`config.mk`:
```
export PLATFORM = sky130hd
export DESIGN_NAME = tree_reduce_ctrl
export DESIGN_NICKNAME = d
export VERILOG_FILES = /design/src/rtl/tree_reduce_ctrl_pkg.sv /design/src/rtl/tree_operand_bank.sv /design/src/rtl/tree_reduce_ctrl.sv
export SDC_FILE = /design/constraint.sdc
export NUM_CORES = 1
export LEC_CHECK = 0
export ABC_AREA = 1
export CAP_MARGIN = 10
export CORE_MARGIN = 2
export CORE_UTILIZATION = 40
export DETAILED_ROUTE_END_ITERATION = 8
export SLEW_MARGIN = 0
export SYNTH_ARGS = -nofsm -noshare
export SYNTH_HDL_FRONTEND = slang
export SYNTH_SLANG_ARGS = --single-unit
```
`constraint.sdc`:
```
create_clock -name clk -period 2.5 [get_ports clk]
set_input_delay 0.375 -clock clk [delete_from_list [all_inputs] [get_ports clk]]
set_output_delay 0.375 -clock clk [all_outputs]
set_load 0.01 [all_outputs]
```
`src/rtl/tree_reduce_ctrl_pkg.sv`:
```
// Shared definitions for the tree reduction controller: FSM state encoding,
// width helpers and default parameter values.
package tree_reduce_ctrl_pkg;

    typedef enum logic [1:0] {
        ST_LOAD = 2'd0,
        ST_ADD  = 2'd1,
        ST_DONE = 2'd2
    } state_t;

    localparam int DEFAULT_W       = 4;
    localparam int DEFAULT_M       = 8;
    localparam int DEFAULT_ADD_LAT = 1;

    // Width of a full reduction result: M operands of w bits never exceed w + clog2(m) bits.
    function automatic int sum_width(input int w, input int m);
        return w + $clog2(m);
    endfunction

    // Bits needed to hold every value in 0..max_val (at least one bit).
    function automatic int cnt_width(input int max_val);
        return (max_val < 1) ? 1 : $clog2(max_val + 1);
    endfunction

endpackage

```
`src/rtl/tree_operand_bank.sv`:
```
// M x SW operand register bank with one write port and two combinational read ports.
module tree_operand_bank
    import tree_reduce_ctrl_pkg::*;
#(
    parameter int M = DEFAULT_M,
    parameter int SW = sum_width(DEFAULT_W, DEFAULT_M),
    localparam int AW = cnt_width(M - 1)
) (
    input  logic          clk,
    input  logic          rst,
    input  logic          we,
    input  logic [AW-1:0] waddr,
    input  logic [SW-1:0] wdata,
    input  logic [AW-1:0] raddr_a,
    input  logic [AW-1:0] raddr_b,
    output logic [SW-1:0] rdata_a,
    output logic [SW-1:0] rdata_b
);

    logic [SW-1:0] mem [M];

    // Storage update: reset clears every entry so a discarded job leaves nothing behind.
    always_ff @(posedge clk) begin
        if (rst) begin
            for (int i = 0; i < M; i++) begin
                mem[i] <= '0;
            end
        end else if (we) begin
            mem[waddr] <= wdata;
        end
    end

    assign rdata_a = mem[raddr_a];
    assign rdata_b = mem[raddr_b];

endmodule

```
`src/rtl/tree_reduce_ctrl.sv`:
```
// Sequential binary-tree reduction controller: loads M operands, walks the
// tree one pair at a time through an external adder stage, and presents the sum.
module tree_reduce_ctrl
    import tree_reduce_ctrl_pkg::*;
#(
    parameter int W = DEFAULT_W,
    parameter int M = DEFAULT_M,
    parameter int ADD_LAT = DEFAULT_ADD_LAT,
    localparam int SW = sum_width(W, M)
) (
    input  logic          clk,
    input  logic          rst,
    input  logic          in_valid,
    output logic          in_ready,
    input  logic [W-1:0]  in_data,
    output logic [SW-1:0] add_a,
    output logic [SW-1:0] add_b,
    output logic          add_cin,
    output logic          add_go,
    input  logic [SW-1:0] add_s,
    input  logic          add_cout,
    output logic          out_valid,
    input  logic          out_ready,
    output logic [SW-1:0] out_sum,
    output logic          out_err
);

    localparam int AW = cnt_width(M - 1);
    localparam int NW = cnt_width(M);
    localparam int TW = cnt_width(ADD_LAT);
    localparam logic [AW-1:0] K_LAST = AW'(M - 1);
    localparam logic [TW-1:0] T_LAST = TW'(ADD_LAT);
    localparam logic [NW-1:0] N_FULL = NW'(M);

    state_t        state;
    logic [AW-1:0] k;
    logic [AW-1:0] j;
    logic [NW-1:0] n;
    logic [TW-1:0] t;
    logic          err_flag;

    logic          bank_we;
    logic [AW-1:0] bank_waddr;
    logic [SW-1:0] bank_wdata;
    logic [AW-1:0] rd_addr_a;
    logic [AW-1:0] rd_addr_b;
    logic [SW-1:0] rd_a;
    logic [SW-1:0] rd_b;

    logic          load_fire;
    logic          capture;
    logic [NW-1:0] half_n;
    logic          pair_more;
    logic          last_level;

    tree_operand_bank #(
        .M  (M),
        .SW (SW)
    ) u_bank (
        .clk     (clk),
        .rst     (rst),
        .we      (bank_we),
        .waddr   (bank_waddr),
        .wdata   (bank_wdata),
        .raddr_a (rd_addr_a),
        .raddr_b (rd_addr_b),
        .rdata_a (rd_a),
        .rdata_b (rd_b)
    );

    // Handshake strobes, tree-walk decisions and the bank write-port mux (load data vs. adder sum).
    always_comb begin
        load_fire  = (state == ST_LOAD) && in_valid && in_ready;
        capture    = (state == ST_ADD) && (t == T_LAST);
        half_n     = n >> 1;
        pair_more  = (NW'(j) + NW'(1)) < half_n;
        last_level = (half_n == NW'(1));
        bank_we    = load_fire || capture;
        bank_waddr = (state == ST_LOAD) ? k : j;
        bank_wdata = (state == ST_LOAD) ? SW'(in_data) : add_s;
        rd_addr_a  = AW'({j, 1'b0});
        rd_addr_b  = rd_addr_a | AW'(1);
    end

    // Operands come straight from the bank and are held by j staying fixed for the whole pair.
    assign add_a   = (state == ST_ADD) ? rd_a : '0;
    assign add_b   = (state == ST_ADD) ? rd_b : '0;
    assign add_cin = 1'b0;

    // Main FSM: load counter, tree walk with latency counter, result hand-off and registered outputs.
    always_ff @(posedge clk) begin
        if (rst) begin
            state     <= ST_LOAD;
            k         <= '0;
            j         <= '0;
            n         <= N_FULL;
            t         <= '0;
            err_flag  <= 1'b0;
            in_ready  <= 1'b1;
            out_valid <= 1'b0;
            out_sum   <= '0;
            out_err   <= 1'b0;
            add_go    <= 1'b0;
        end else begin
            add_go <= 1'b0;
            case (state)
                ST_LOAD: begin
                    if (load_fire) begin
                        if (k == K_LAST) begin
                            state    <= ST_ADD;
                            k        <= '0;
                            j        <= '0;
                            n        <= N_FULL;
                            t        <= '0;
                            in_ready <= 1'b0;
                            add_go   <= 1'b1;
                        end else begin
                            k <= k + AW'(1);
                        end
                    end
                end
                ST_ADD: begin
                    if (capture) begin
                        err_flag <= err_flag | add_cout;
                        t        <= '0;
                        if (pair_more) begin
                            j      <= j + AW'(1);
                            add_go <= 1'b1;
                        end else begin
                            n <= half_n;
                            j <= '0;
                            if (last_level) begin
                                state     <= ST_DONE;
                                out_valid <= 1'b1;
                                out_sum   <= add_s;
                                out_err   <= err_flag | add_cout;
                            end else begin
                                add_go <= 1'b1;
                            end
                        end
                    end else begin
                        t <= t + TW'(1);
                    end
                end
                ST_DONE: begin
                    if (out_ready) begin
                        state     <= ST_LOAD;
                        k         <= '0;
                        n         <= N_FULL;
                        err_flag  <= 1'b0;
                        out_valid <= 1'b0;
                        out_sum   <= '0;
                        out_err   <= 1'b0;
                        in_ready  <= 1'b1;
                    end
                end
                default: begin
                    state    <= ST_LOAD;
                    k        <= '0;
                    j        <= '0;
                    n        <= N_FULL;
                    t        <= '0;
                    in_ready <= 1'b1;
                end
            endcase
        end
    end

endmodule

```
# == Word level (Yosys, flattened, before mapping) ==
# Memory sizes are Yosys's and may differ from the RTL's. A register that Yosys moved wholly into a read port is not among the register bits.
# Cells that the tools add are included.
# op_classes
add_sub_neg,4
order_cmp,1
eq_ne,10
mux,66
bitwise_logic,3
n_reduce_logical,15
# ops
op,n
7-bit 2-to-1 mux,8
3-bit 2-to-1 mux,13
1-bit 2-to-1 mux,23
4-bit 2-to-1 mux,5
3-bit one-hot mux with 3 select lines,2
7-bit one-hot mux with 2 select lines,1
2-bit 2-to-1 mux,6
4-bit one-hot mux with 3 select lines,1
2-bit != test (second input constant),5
5-bit AND reduction,2
3-bit AND reduction,3
1-bit one-hot mux with 2 select lines,4
4-bit AND reduction,2
7-bit OR reduction,1
3-bit by 1-bit adder with 3-bit output (second input constant),2
1-bit one-hot mux with 3 select lines,2
2-bit one-hot mux with 3 select lines,1
6-bit AND reduction,1
3-bit by 1-bit adder with 4-bit output (second input constant),1
4-bit by 3-bit less-than comparator with 1-bit output,1
3-bit by 1-bit == test with 1-bit output (second input constant),1
3-bit == test (second input constant),1
1-bit logical AND,3
2-bit by 1-bit == test with 1-bit output (second input constant),1
8 further kinds,9
# word_totals
register_bits,25
mem_bits_rw,56
inputBits,16
out_inout_bits,26
wordCells,111
memories,1
# memory_table
name,depth,width,rd,rd_clocked_by_memory_dff,wr,line_no,source
u_bank.mem,8,7,2,2,8,tree_operand_bank.sv:20,logic [SW-1:0] mem [M];

# == Logic depth before layout (Yosys ltp) ==
# Gate-level depths: netlist of run 1.
# depth
word_depth,9
mapped_depth,11
ltp_nobuf,11

# == Cells and area by module ==
# From an unflattened synthesis of run 1, not the netlist that was laid out.
# unflattened
hier_cells,695
hier_area_um2,4817.1
# modules_own_cells
module,n_inst,cells_each,area_per_inst_um2,seq_area_each_um2
tree_operand_bank,1,463,3399.5,1681.6
tree_reduce_ctrl,1,232,1417.6,480.5

# == Worst setup path after synthesis of run 1 ==
# OpenSTA, ideal clock, no wires.
# synth_path
kind,reg-to-reg
from,reg state[0]
to,"mem u_bank.mem[4][0] (netlist bit), enable pin"
setup_ps,324
arrival_ps,1371
required_time_ps,2176
setup_slack_ps,805
path_stages_with_launch,8
n_path_buf,1
period_less_slack_ps,1695
cell_sequence,dfxtp_1 > nor2_1 > buf_4 > nand2_1 > o21ai_1 > and3_1 > nand2_2 > nand2_1
# synth_lines
element,line_no,source
from (decl),tree_reduce_ctrl.sv:35,state_t state;
from (signal assigned),tree_reduce_ctrl.sv:93,state <= ST_LOAD;
from (signal assigned),tree_reduce_ctrl.sv:110,state <= ST_ADD;
from (signal assigned),tree_reduce_ctrl.sv:133,state <= ST_DONE;
to (decl),tree_operand_bank.sv:20,

==> qor.csv, run 1 <==
metric;value;unit
status;completed;
placed cells;609;
CP Launch Type;flip-flop;
# rows;35;
final worst setup slack;0.06860;ns
Residual DRC;0;
headroom to the max-slew limit;42.48;%
drt initial violations;165;
sequential fraction of the synthesis area;57.89;%
met1 WL;4132;µm
Initial Util;41.16;%
Synth Instances;447;
antenna violations before repair;0;
Seq cells post-synth;82;
post-synth net total;468;
vias in the first global route;2997;
count of pins over their slew limit;0;
worst slew pin tran;0.8571;ns
post-DP HPWL;6724;µm
DR top layer;met4;
Placer Congestion;0.8428;
Avg Inst Size Synth;8.509;µm²
clk root buf;clkbuf_8;
Pleak;1.902;nW
all-layer global routing usage;18.62;%
Overflow after GRT;0;
Final setup viols;0;
Worst setup EP type;primary output;
fin nets;514;
chip width;101.5;µm
CTS Hold Bufs;0;
maximum clock frequency;411.3;MHz
H-tree Lvls;3;
final hold vios;0;
max cap viols;0;
met2 WL;4400;µm
drt wl/cell;14.57;µm
CP Data Arrival Time;2.06;ns
full die area;10310;µm²
WL met3;396;µm
Post-Route WL;9134;µm
pwr dens;554.8;nW/µm²
final non-filler cell total;627;
Core Region;9240;µm²
Worst VDD drop;0.3192;mV
Layout area overhead;21.15;%
Power Total;0.002557;W
vias after detailed routing;3063;
# diodes;0;
CP required;2.12;ns
crit path time final;2.431;ns
CTS Buf Count;9;
clock buffer depth;2;
Tightest Hold Check Type;reg2reg;
Sink Count;82;
Synth Warn #;0;
Routed Antenna Nets;0;
largest net degree at the start of global routing;23;
design area;4608;µm²
drt via density;4.885;
Final period util;97.26;%
Worst-path clk slew;0.09;ns
CP max FO;7;
DP Worst Slack;0.2635;ns
Port-buffer cells;40;
mapped cell area;3804;µm²
TritonCTS clock tree;yes;
Area after DPL;4355;µm²
Pre-antenna DRT Iters;6;
Crit Path Class;reg2out;
first-pass GRT wire length;14590;µm
later-pin clock latency in the skew report;0.36;ns
Die H;101.5;µm
io pins;42;
Netlist cell types;25;
Final Skew;0.009771;ns
layout cells sized above 1;9.036;%
Yosys cell counts, drive strengths merged:
library cell	n	area share, %
ha	5	1.6
o22ai	1	0.16
nand2	68	7.2
nand4	3	0.49
clkbuf	11	1.1
o21ai	42	5.6
or2	2	0.33
xor2	1	0.23
nand3	18	2.4
inv	34	3.4
and3	1	0.16
a21oi	32	4.2
conb	1	0.099
dfxtp	26	14
edfxtp	56	44
buf	5	0.95
a211oi	1	0.20
nor2	140	14
metrics by stage:
step                      hold slack (ns)   TNS, ns  util, %
after floorplan                    0.4446         0        -
after global placement             0.4509         0    47.14
after detailed placement           0.4543         0    47.14
after CTS                          0.4691         0    49.13
after global routing               0.4898  -0.02017    49.87
final                              0.4667         0    49.87
path summary, 6_finish.rpt:
check                                from                        endpoint  slack (ns)  depth (start not counted)
hold / removal    out_sum[5]$_SDFFE_PP0P_         out_sum[5]$_SDFFE_PP0P_        0.47                          2
setup reg to reg    state[0]$_SDFFE_PP0P_  u_bank.mem[4][3]$_SDFFCE_PN0P_        0.34                          9
setup / recovery                flip-flop                        add_b[4]        0.07                          6
hold reg to reg   out_sum[5]$_SDFFE_PP0P_         out_sum[5]$_SDFFE_PP0P_        0.47                          2
per-layer routing:
layer	vias to the layer above	GRT usage (%)
met2	72	30.21
met4	0	8.108
met1	1414	24.46
met3	16	3.382
li1	1561	-
met5	-	0
what timing repair did:
action	CTS	global route
setup buffers	0	2
endpoints found under the setup margin	11	14
gates resized for setup	1	15
state kept, by name, indices dropped and copies added (netlist names), 2 cells and up, named ones only:
signal / count
u_bank.mem: 56
n: 3
out_sum: 7
state: 2
k: 3
j: 3
cells by family (layout without fill, tap and decap cells):
group           after synthesis  count (layout)  synth area share, %
compound gates               76              76                10.20
xor+xnor                      1               1               0.2303
fa+ha+maj                     5               5                1.645
buf+inv                      50             101                5.395
flops                        82              82                57.89
other cells                   1               1              0.09859
simple gates                232             232                24.54
worst max-delay path, cell delays in order, from the launching register on:
cell	delay, ns
dfxtp_1	0.41
clkinvlp_4	0.18
buf_12	0.17
nor2_1	0.09
o21ai_0	0.12
a21oi_1	0.16
clkdlybuf4s50_1	0.56
where the power goes:
group | switching [W] | internal [W]
logic | 0.0000906 | 0.0000499
registers | 0.0000162 | 0.00149
clock network | 0.000534 | 0.000378
placed cells by master (no fill, tap or decap), types with 2 or more instances in the layout:
master           instances
a21oi_2                  2
edfxtp_1                56
nor2_1                 138
dlymetal6s2s_1           7
clkdlybuf4s50_1         33
o21ai_1                  7
clkinvlp_4               2
dfxtp_1                 25
inv_6                    3
o21ai_0                 34
nand3_1                 18
nand4_1                  3
ha_1                     5
nor2_2                   2
clkbuf_8                 9
buf_6                    2
buf_4                    8
inv_1                   32
nand2_1                 59
nand2_2                  9
a21oi_1                 30
cell type report:
class / instances / area, µm²
Clock buffer: 9 / 123.9
Sequential cell: 82 / 2206
Inverter: 34 / 131.4
Tap cell: 129 / 161.4
Clock inverter: 7 / 58.81
Fill cell: 878 / 4632
Timing Repair Buffer: 51 / 520.5
Multi-Input combinational cell: 315 / 1406
No activity file was read; power rests on OpenSTA's default activity.
==> inputs of run 2 (changes only) <==
Settings changed: CTS_CLUSTER_DIAMETER from default to 30, CTS_CLUSTER_SIZE from default to 25, SYNTH_HIERARCHICAL from default to 1.
==> qor.csv, run 2 <==
metric;value;unit
sequential fraction of the synthesis area;44.88;%
Crit Path Class;reg2out;
fillers;1214;
drt wl/cell;13.75;µm
maximum clock frequency;421.8;MHz
H-tree Lvls;3;
top cell type by total area after synthesis;edfxtp_1;
CTS Buf Count;9;
WHS;0.4613;ns
critical path, cell by cell;inv_2 -> nor2_4 -> clkinvlp_4 -> nor2_1 -> clkdlybuf4s50_1;
Crit Reg-Reg Startpoint;state[0]$_SDFFE_PP0P_;
Port-buffer cells;40;
Most flops, register;u_bank/mem;
Synth Instances;695;
CP Data Arrival Time;2.00;ns
Residual DRC;0;
final hold vios;0;
Worst-path clk slew;0.06;ns
# diodes;0;
Switching Share;31.88;%
Netlist cell types;23;
drt initial violations;373;
status;completed;
commonest non-fill, non-tap cell in the layout;nand2_1;
share of power burned in registers;42.9;%
setup TNS;0;ns
top cells by area, synth;edfxtp_1, nand2_1, dfxtp_1;
worst hold path startpoint;out_sum[5]$_SDFFE_PP0P_;
FF-to-FF End;u_bank/mem[3][1]$_SDFFCE_PN0P_;
Final setup viols;0;
crit path time final;2.371;ns
Seq cells post-synth;80;
Top Registers;u_bank/mem (56), out_sum (7);
Overflow after GRT;0;
fin nets;758;
Pleak;2.748;nW
Avg Inst Size Synth;6.931;µm²
vias in the first global route;4142;
Largest register FFs;56;
post-DP HPWL;9208;µm
Final Skew;0.005397;ns
CP peak stage delay;0.54;ns
Synth Warn #;6;
Post-Route WL;12220;µm
ys flop type;edfxtp_1;
drt via density;4.872;
Sink Count;80;
first-pass GRT wire length;20350;µm
Yosys top cell area share;34.91;%
Die H;113.7;µm
Pre-antenna DRT Iters;6;
Worst VDD drop;0.4562;mV
most frequent cells after synthesis;nand2_1, inv_1, nor2_1;
chip width;113.7;µm
CTS Hold Bufs;0;
CP required;2.12;ns
r2r setup slk;0.31;ns
io pins;42;
all-layer global routing usage;19.94;%
Tightest Hold Check Type;reg2reg;
Initial Util;40.61;%
Post-synth EDFFs;56;
clock buffer depth;2;
Placer Congestion;0.8727;
slowest CP cell;clkdlybuf4s50_1;
Power Total;0.003638;W
most numerous cell in the Yosys netlist;nand2_1;
worst hold stages;2;
Async SR Flop Fraction;0;%
CP Launch Type;flip-flop;
mapped cell area;4817;µm²
clk root buf;clkbuf_16;
P_sw;0.001160;W
FF-to-FF path depth;7;
RSZ-0062 raised after global routing;no;
count of pins over their slew limit;0;
later-pin clock latency in the skew report;0.34;ns
antenna violations before repair;0;
TritonCTS clock tree;yes;
Final period util;94.83;%
WHS Endpoint;out_sum[5]$_SDFFE_PP0P_;
Routed Antenna Nets;0;
largest net degree at the start of global routing;29;
Worst setup EP type;primary output;
Core Region;11860;µm²
full die area;12940;µm²
vias after detailed routing;4331;
commonest cells after routing, fill and taps aside;nand2_1, inv_1, nor2_1;
max cap viols;0;
CP max FO;7;
layout cells sized above 1;7.143;%
Layout area overhead;17.40;%
pwr dens;643.3;nW/µm²
Gate power share;23.8;%
clock power share;33.3;%
P_int;0.002478;W
# rows;40;
==> run 2: cell count changes after synthesis, moves of 7 or more <==
cell      change
o21ai_0      -20
nand2_1     +178
clkbuf_1      -7
o21ai_1       -7
a21oi_1      -19
inv_1        +79
nand3_1      +60
nor2_1       -36
==> run 2: area by class of cell <==
type | count | area, µm² | share of cell area [%]
inverter | 119 | 457.9 | 8.097
tap | 147 | 183.9 | 3.252
clock inverter | 6 | 45.04 | 0.7965
clock buffer | 10 | 229.0 | 4.049
sequential | 80 | 2166 | 38.30
timing repair buffer | 50 | 499.2 | 8.827
multi-input combinational | 476 | 2067 | 36.55
timing repair inverter | 1 | 7.507 | 0.1327
==> run 2: cells by family after synthesis <==
group,count (synthesis),synth area share [%]
DFF,80,44.88
buffers and inverters,142,12.44
adders and majority gates,5,1.299
xor gates and xnor gates,1,0.1819
and+or+nand+nor,437,38.08
AOI/OAI and AO/OA,28,2.961
other,2,0.1559
==> run 2: metal layers <==
metal / up-vias / share of wire [%] / global-route usage (%) / wire length, µm
li1: 2214 / - / - / -
met1: 1965 / 46 / 26.89 / 5581
met2: 137 / 47 / 32.69 / 5795
met3: 15 / 4.9 / 2.338 / 601
met4: 0 / 2.0 / 8.374 / 244
met5: - / 0 / 0 / 0
==> run 2: worst max-delay path, delay by kind of cell, from the launching register on <==
kind / cells / cell delay (ns)
buf+inv: 3 / 0.83
flops: 1 / 0.44
simple gates: 2 / 0.37
==> run 2: power groups by stage <==
stage | combinational, W | sequential [W] | clock (W)
floorplan | 0.000570 | 0.00158 | 0
global placement | 0.000822 | 0.00159 | 0
detailed placement | 0.000827 | 0.00159 | 0
CTS | 0.000837 | 0.00156 | 0.00123
global route | 0.000981 | 0.00157 | 0.00129
finish | 0.000866 | 0.00156 | 0.00121
==> run 2: through the flow <==
stage          area (µm²)  worst slack, ns  util, %  instances
2_1_floorplan        4828           0.5174        -        698
3_3_place_gp         5305           0.2757    44.73        868
3_5_place_dp         5305           0.2641    44.73        868
4_1_cts              5619          0.03358    47.37        886
5_1_grt              5655         0.009821    47.68        889
6_report             5655           0.1293    47.68        889
==> run 2: timing repair <==
action	in CTS	in global routing
setup buffers	2	2
cloned	0	1
resized for setup	4	5
pin swaps	0	1
setup endpoints to repair	14	14
==> run 2: worst max-delay path by stage <==
stage                           from                              to
2_1_floorplan  state[0]$_SDFFE_PP0P_  u_bank/mem[1][0]$_SDFFCE_PN0P_
3_3_place_gp       j[0]$_SDFFE_PP0P_                        add_b[5]
3_5_place_dp       j[0]$_SDFFE_PP0P_                        add_a[1]
4_1_cts            j[0]$_SDFFE_PP0P_                        add_a[1]
5_1_grt        state[0]$_SDFFE_PP0P_                        add_a[3]
6_report       state[0]$_SDFFE_PP0P_                        add_b[0]
==> inputs of run 3 (changes only) <==
Settings changed: DONT_BUFFER_PORTS from default to 1, SLEW_MARGIN 0 to 25.
==> qor.csv, run 3 (same netlist as run 2, synthesis figures left out) <==
metric;value;unit
status;completed;
fillers;1213;
clk root buf;clkbuf_16;
CP max FO;17;
Tightest Hold Check Type;in2reg;
Port-buffer cells;0;
clock buffer depth;2;
clock power share;36.7;%
pwr dens;699.6;nW/µm²
Largest register FFs;56;
crit path from;j[0]$_SDFFE_PP0P_;
Crit Path Class;reg2out;
Post-CTS Setup Bufs;0;
fin nets;711;
full die area;12940;µm²
CP required;2.12;ns
drt wl/cell;14.35;µm
Residual DRC;0;
FF-to-FF path depth;7;
worst slew pin tran;0.5108;ns
# diodes;0;
io pins;42;
final hold vios;0;
later-pin clock latency in the skew report;0.33;ns
RSZ-0062 raised after global routing;no;
TritonCTS clock tree;yes;
Worst Setup EP;add_a[0];
Placer Congestion;0.8456;
Overflow after GRT;0;
crit path time final;2.362;ns
maximum clock frequency;423.3;MHz
Pre-antenna DRT Iters;5;
Initial Util;40.61;%
Crit Reg-Reg Startpoint;state[0]$_SDFFE_PP0P_;
drt via density;4.882;
CP Launch Type;flip-flop;
vias in the first global route;3943;
CTS Buf Count;9;
Switching Share;29.61;%
headroom to the max-slew limit;65.91;%
H-tree Lvls;3;
P_sw;0.001076;W
Power Total;0.003635;W
r2r setup slk;0.31;ns
Layout area overhead;7.844;%
# rows;40;
count of pins over their slew limit;0;
Worst-path clk slew;0.06;ns
Multi-input gate area;2067;µm²
share of power burned in registers;43.2;%
Pleak;2.589;nW
CP Data Arrival Time;1.99;ns
Most flops, register;u_bank/mem;
Gate power share;20.1;%
Sequential Area;2162;µm²
Worst setup EP type;primary output;
Die H;113.7;µm
Routed Antenna Nets;0;
vias after detailed routing;4106;
Worst VDD drop;0.4344;mV
setup TNS;0;ns
DP Worst Slack;0.3415;ns
FF-to-FF End;u_bank/mem[5][4]$_SDFFCE_PN0P_;
CTS Hold Bufs;0;
Post-Route WL;12070;µm
P_int;0.002559;W
post-DP HPWL;8927;µm
all-layer global routing usage;19.58;%
chip width;113.7;µm
Top Registers;u_bank/mem (56), out_sum (7);
largest net degree at the start of global routing;29;
Final Skew;0.004372;ns
first-pass GRT wire length;19670;µm
Sink Count;80;
CTS resizes;0;
final worst setup slack;0.1377;ns
Final period util;94.49;%
commonest non-fill, non-tap cell in the layout;nand2_1;
Final setup viols;0;
max cap viols;0;
antenna violations before repair;0;
layout cells sized above 1;5.764;%
drt initial violations;241;
Core Region;11860;µm²
commonest cells after routing, fill and taps aside;nand2_1, inv_1, nor2_1;
-- run 3: cell count changes in the layout (fill, tap and decap cells not counted), sizes merged --
cell	previous run	this run
clkdlybuf4s50	40	0
buf	10	4
clkinvlp	7	1
bufinv	0	2
clkinv	2	3
inv	117	118
-- run 3: layer usage --
layer	vias up	routed length, µm	GRT usage [%]
met1	1865	5710	26.56
met3	22	556	2.976
met4	0	252	8.049
met5	-	0	0
met2	112	5548	31.54
li1	2107	-	-
-- run 3: worst min-delay path by stage --
stage	startpoint	endpoint	depth (start not counted)	slack, ns
detailed placement	rst	out_sum[4]$_SDFFE_PP0P_	1	0.45
CTS	rst	out_valid$_SDFFE_PP0P_	1	0.09
global placement	rst	out_sum[1]$_SDFFE_PP0P_	1	0.45
global route	rst	out_valid$_SDFFE_PP0P_	1	0.09
floorplan	rst	out_sum[3]$_SDFFE_PP0P_	1	0.44
finish	rst	out_valid$_SDFFE_PP0P_	1	0.10
-- run 3: per-stage QoR --
stage          hold WS [ns]  cells  area, µm²  util (%)
3_3_place_gp         0.4464    826       4890     41.22
3_5_place_dp         0.4498    826       4890     41.22
5_1_grt             0.09161    841       5195     43.80
2_1_floorplan        0.4441    698       4828         -
6_report             0.1014    841       5195     43.80
4_1_cts             0.09115    841       5191     43.77
-- run 3: area by class of cell --
class                   count  area share, %
flip-flops and latches     80          41.62
multi-input cells         476          39.79
inverters                 119          8.671
clock buffers              10          4.408
well taps                 147          3.540
clock inverters             5          1.397
repair buffers              4         0.5780
-- run 3: power by group through the flow --
stage	Combinational, W	Clock (W)	Sequential [W]
final	0.000731	0.00133	0.00157
after detailed placement	0.000717	0	0.00160
after floorplan	0.000570	0	0.00158
after global routing	0.000841	0.00141	0.00158
after global placement	0.000709	0	0.00160
after CTS	0.000719	0.00137	0.00157
-- run 3: worst max-delay path: stages (launching register included) --
cell	delay, ns
dfxtp_1	0.37
buf_4	0.23
inv_1	0.40
nand3_1	0.18
nand2_1	0.10
nand2_1	0.06
nand2_1	0.08
inv_1	0.04
nor2_1	0.19
